<file path="src/rtl/module_i2s_master.sv">
// module_i2s_master
//   I2S bus master / codec-side transceiver. Divides clk down to a bit
//   clock, generates word select, shifts stereo DAC samples out MSB first
//   and shifts stereo ADC samples in. Left-justified framing: the first bit
//   of each slot appears on the same bclk falling edge that moves lrclk.
//
// Parameters
//   SAMPLE_WIDTH : bits per channel slot (>= 2)
//   BCLK_DIV     : clk cycles per bclk half-period (>= 1)
//
// Ports
//   clk        in  system clock, all logic on rising edge
//   reset      in  synchronous, active-high
//   left_in    in  left DAC sample, latched at frame start
//   right_in   in  right DAC sample, latched at frame start
//   adcda      in  serial ADC data, sampled on bclk rise
//   bclk       out bit clock (registered)
//   lrclk      out word select, 0 = left slot, 1 = right slot (registered)
//   dacda      out serial DAC data, changes on bclk fall (registered)
//   left_out   out last complete left ADC word
//   right_out  out last complete right ADC word
//   dataready  out one-cycle pulse when left_out/right_out update
module module_i2s_master #(
  parameter int SAMPLE_WIDTH = 16,
  parameter int BCLK_DIV     = 32
) (
  input  logic                    clk,
  input  logic                    reset,
  input  logic [SAMPLE_WIDTH-1:0] left_in,
  input  logic [SAMPLE_WIDTH-1:0] right_in,
  input  logic                    adcda,
  output logic                    bclk,
  output logic                    lrclk,
  output logic                    dacda,
  output logic [SAMPLE_WIDTH-1:0] left_out,
  output logic [SAMPLE_WIDTH-1:0] right_out,
  output logic                    dataready
);

  localparam int DIV_W = (BCLK_DIV > 1) ? $clog2(BCLK_DIV) : 1;
  localparam int BIT_W = (SAMPLE_WIDTH > 1) ? $clog2(SAMPLE_WIDTH) : 1;

  localparam logic [DIV_W-1:0] DIV_LAST = DIV_W'(BCLK_DIV - 1);
  localparam logic [BIT_W-1:0] BIT_LAST = BIT_W'(SAMPLE_WIDTH - 1);

  typedef enum logic {
    START = 1'b0,
    RUN   = 1'b1
  } state_t;

  state_t                  state;
  logic [DIV_W-1:0]        div_cnt;
  logic [BIT_W-1:0]        bit_cnt;
  logic [SAMPLE_WIDTH-1:0] tx_shift;
  logic [SAMPLE_WIDTH-1:0] rx_shift;
  logic [SAMPLE_WIDTH-1:0] right_buf;
  logic [SAMPLE_WIDTH-1:0] left_hold;

  always_ff @(posedge clk) begin
    if (reset) begin
      state     <= START;
      div_cnt   <= '0;
      bit_cnt   <= '0;
      tx_shift  <= '0;
      rx_shift  <= '0;
      right_buf <= '0;
      left_hold <= '0;
      bclk      <= 1'b0;
      lrclk     <= 1'b0;
      dacda     <= 1'b0;
      left_out  <= '0;
      right_out <= '0;
      dataready <= 1'b0;
    end else begin
      dataready <= 1'b0;
      case (state)
        START: begin
          tx_shift  <= left_in;
          right_buf <= right_in;
          dacda     <= left_in[SAMPLE_WIDTH-1];
          div_cnt   <= '0;
          state     <= RUN;
        end

        RUN: begin
          if (div_cnt == DIV_LAST) begin
            div_cnt <= '0;
            bclk    <= ~bclk;
            if (!bclk) begin
              // Rising event: sample mid-bit.
              rx_shift <= {rx_shift[SAMPLE_WIDTH-2:0], adcda};
            end else if (bit_cnt != BIT_LAST) begin
              // Falling event inside a slot: present the next bit.
              bit_cnt  <= bit_cnt + BIT_W'(1);
              tx_shift <= tx_shift << 1;
              dacda    <= tx_shift[SAMPLE_WIDTH-2];
            end else begin
              // Slot end: lrclk and the new slot's MSB move together
              // (left-justified, no one-bit delay).
              bit_cnt <= '0;
              lrclk   <= ~lrclk;
              if (!lrclk) begin
                left_hold <= rx_shift;
                tx_shift  <= right_buf;
                dacda     <= right_buf[SAMPLE_WIDTH-1];
              end else begin
                left_out  <= left_hold;
                right_out <= rx_shift;
                dataready <= 1'b1;
                tx_shift  <= left_in;
                right_buf <= right_in;
                dacda     <= left_in[SAMPLE_WIDTH-1];
              end
            end
          end else begin
            div_cnt <= div_cnt + DIV_W'(1);
          end
        end

        default: state <= START;
      endcase
    end
  end

endmodule

</file>
<file path="config.mk">
export PLATFORM = sky130hd
export DESIGN_NAME = module_i2s_master
export DESIGN_NICKNAME = d
export VERILOG_FILES = /design/src/rtl/module_i2s_master.sv
export SDC_FILE = /design/constraint.sdc
export NUM_CORES = 1
export LEC_CHECK = 0
export ABC_AREA = 1
export CORE_MARGIN = 8
export CORE_UTILIZATION = 50
export CTS_CLUSTER_DIAMETER = 40
export DETAILED_ROUTE_END_ITERATION = 7
export DONT_BUFFER_PORTS = 1
export HOLD_SLACK_MARGIN = 0.08
export PLACE_DENSITY_LB_ADDON = 0.25
export SKIP_LAST_GASP = 1
export SLEW_MARGIN = 10
export SYNTH_ARGS = -nofsm -noshare
export SYNTH_HDL_FRONTEND = slang
export SYNTH_SLANG_ARGS = --single-unit
</file>
<file path="constraint.sdc">
create_clock -name clk -period 1.7 [get_ports clk]
set_input_delay 0.34 -clock clk [delete_from_list [all_inputs] [get_ports clk]]
set_output_delay 0.34 -clock clk [all_outputs]
set_load 0.05 [all_outputs]
</file>
==> results.json <==
{
  "timing.final.crit_share_pct": 102,
  "finalNetCount": 733,
  "status": "finished with violations",
  "yosys.cell_types.count": 22,
  "maxSlewHeadroom_pct": 60.6,
  "grt_pass1_wl_um": 18800,
  "firstDrtPassIters": 5,
  "drive_gt1_share_pct": 13.2,
  "yosysTopAreaCellShare_pct": 46.0,
  "crit_fanout": 6,
  "h-tree-depth": 3,
  "diodes": 0,
  "clock_latency_ps": 370,
  "synth_xor_area_share_pct": 0,
  "netlist_area_um2": 4750,
  "synth_top_family_by_area": "simple AND/OR/NAND/NOR gates",
  "synthCells": 683,
  "setup_viol": 28,
  "maxSlewViolCount": 0,
  "worstHoldPathType": "input port to flip-flop",
  "die_y_um": 113,
  "peakVddDrop_uv": 476,
  "cp_cell_sequence": "ha_4 -> nand2_4 -> nor2_4 -> ha_4 -> nand2_4 -> nor2_4 -> nand2_4 -> nor2_4 -> buf_6 -> clkbuf_16 -> nor2_1 -> nor2_1",
  "die_w_um": 113,
  "grt_pass1_vias": 3989,
  "numPortBuffers": 0,
  "synth_edf_count": 0,
  "synth-main-ff-cell": "dfxtp_1",
  "num_vias": 4227,
  "post-route-drc-count": 0,
  "failed_checks": "negative setup slack",
  "period_needed_ps": 1740,
  "fin_area_um2": 5610,
  "fin_hold_ws_ps": 95.7,
  "async_flop_share_pct": 0,
  "cellLeakagePower_nw": 2.27,
  "cts_tree": "built",
  "synth_compound_area_share_pct": 9.41,
  "ioPinCount": 71,
  "path_clk_slew_ps": 100,
  "syn_area_per_cell_um2": 6.95,
  "cp-end-kind": "flip-flop",
  "die-area_um2": 12900,
  "overflow": 0,
  "seqCellArea_um2": 2190,
  "hpwl_um": 7750,
  "post-route-util_pct": 60.7,
  "hold_depth": 2,
  "crit_path_max_incr_delay_ps": 360,
  "p_per_area_nw_per_um2": 801,
  "skew_ps": 14.0,
  "numCtsBuffers": 9,
  "reg2regPathDepth": 12,
  "synth_top_area_cell": "dfxtp_1",
  "start_util_pct": 51.4,
  "ys_warn_count": 0,
  "drv_cap": 0,
  "synth-simple-area-share_pct": 34.6,
  "rsz0062_at_grt": "true",
  "yosysMostFrequentCell": "nand2_1",
  "cp-start-kind": "flip-flop",
  "final_cells": 828,
  "critPathKind": "flip-flop to flip-flop",
  "cts.sinks": 109,
  "rows": 35,
  "multi_input_area_um2": 2320,
  "ant_nets": 0,
  "placed_cells": 800,
  "n_fill_cell": 859,
  "muxShareOfSynthArea_pct": 0,
  "drt-total-wl_um": 11600,
  "clock_path_buffers": 2,
  "grt_antenna_before_repair": 0,
  "fp.coreArea_um2": 9240,
  "synth_seq_cells": 109,
  "critPathRequiredTime_ps": 2010,
  "grt_max_degree": 36,
  "slowest_stage": "dfxtp_2",
  "fmaxAchievable_mhz": 576,
  "ys_seq_area_share_pct": 46.0,
  "place_area_um2": 5060,
  "tightestPinTransition_ps": 591,
  "gp_congestion": 0.786,
  "area_growth_pct": 18.2,
  "hold_viol": 0,
  "ys_top_cells_by_area": "dfxtp_1, nand2_1, nor2_1, nand3_1, a21oi_1",
  "worst_slack_ps": -36.8,
  "synth_common_cells": "nand2_1, nor2_1, dfxtp_1, nand3_1, inv_1",
  "clockRootBuffer": "clkbuf_8",
  "dp_slack_ps": -92.4,
  "routed_via_density": 5.11,
  "syn_nets": 722,
  "worst_ep_arrival_time_ps": 2040,
  "synth_fa_ha_area_share_pct": 1.05,
  "grt_usage_pct": 18.0,
  "wire_per_inst_um": 14.0,
  "drt_iter0_markers": 222
}
==> timing repair <==
action,4_1_cts,5_1_grt
endpoints found under the setup margin,50,70
resized for setup,4,43
gates cloned,1,2
endpoints found under the hold margin,39,0
pin swaps,5,9
buffers inserted,2,0
hold buffers,7,0
==> cell families (layout without fill, tap and decap cells) <==
logic type | count (synthesis) | count (layout)
and+or+nand+nor | 379 | 379
DFF | 109 | 109
buffers and inverters | 103 | 119
AOI/OAI and AO/OA | 88 | 88
adders and majority gates | 4 | 4
==> layout by cell type, fill, tap and decap left out <==
cell           synthesis  routed
ha_4                   0       2
buf_4                  5      21
clkbuf_1              15       1
dfxtp_1              109     105
clkbuf_16              0       2
buf_12                 0       9
dfxtp_2                0       4
ha_1                   4       2
dlygate4sd3_1          0       6
nor3b_1                1       1
nor4_2                 0       1
clkinv_2               0       2
a21oi_2                1       1
bufinv_16              0       1
inv_1                 59      58
o21ai_0               30      29
a21oi_1               56      56
buf_6                  0       3
o21a_1                 1       1
clkinv_4               0       1
nand2_4                0       4
nor2_1               130     108
inv_6                  0       1
nor2_4                 3      18
clkbuf_8               0      10
nor2_2                 1       8
o21ai_1                0       1
nand3_1               67      67
inv_2                  2       3
nand3b_1              26      26
buf_16                 0       1
nand2_1              146     145
nor3_1                 1       1
==> per-stage QoR <==
| stage | setup TNS (ps) | power, mW |
|---|---|---|
| 5_1_grt | -4100 | 4.69 |
| 3_5_place_dp | -1980 | 2.93 |
| 4_1_cts | -58.5 | 4.54 |
| 2_1_floorplan | 0 | 2.87 |
| 6_report | -356 | 4.49 |
| 3_3_place_gp | -145 | 2.92 |
==> flip-flops by register name (all words and copies together), names as in the netlist, 4 cells and up <==
register   count
bit_cnt        4
tx_shift      15
right_buf     16
div_cnt        5
left_hold     16
left_out      16
right_out     16
rx_shift      16
==> cell type report <==
cell class,instances,area share (%)
clock buffers,11,2.52
clock inverters,5,1.03
inverters,61,4.08
multi-input cells,471,41.4
flip-flops and latches,109,39.0
well taps,129,2.88
repair buffers,42,9.08
==> worst paths after layout <==
kind	start	endpoint	slack, ps
worst max-delay path	div_cnt[1]$_SDFF_PP0_	right_out[15]$_SDFFE_PP0P_	-40
worst min-delay path	right_in[1]	right_buf[1]$_SDFFE_PP0P_	100
worst max register to register	div_cnt[1]$_SDFF_PP0_	right_out[15]$_SDFFE_PP0P_	-40
worst min register to register	left_hold[12]$_SDFFE_PP0P_	left_hold[12]$_SDFFE_PP0P_	460
==> critical path, delay by kind of cell (launching register included) <==
kind                     cells  cell delay, ps
adder cells (fa/ha/maj)      2             320
flip-flops                   1             360
buffers and inverters        2             290
AND/OR/NAND/NOR              8             720
==> routing by layer <==
layer	wire [um]	vias to the layer above	track usage, %
met5	0	-	0
met4	286	0	8.26
met3	841	19	4.91
met2	5550	107	30.3
met1	4930	1933	20.9
li1	-	2168	-
==> report_power, final <==
| group | switching, mW | internal (mW) |
|---|---|---|
| registers | 0.0313 | 2.60 |
| clock network | 0.868 | 0.727 |
| logic | 0.156 | 0.108 |
No activity file was read; power rests on OpenSTA's default activity.
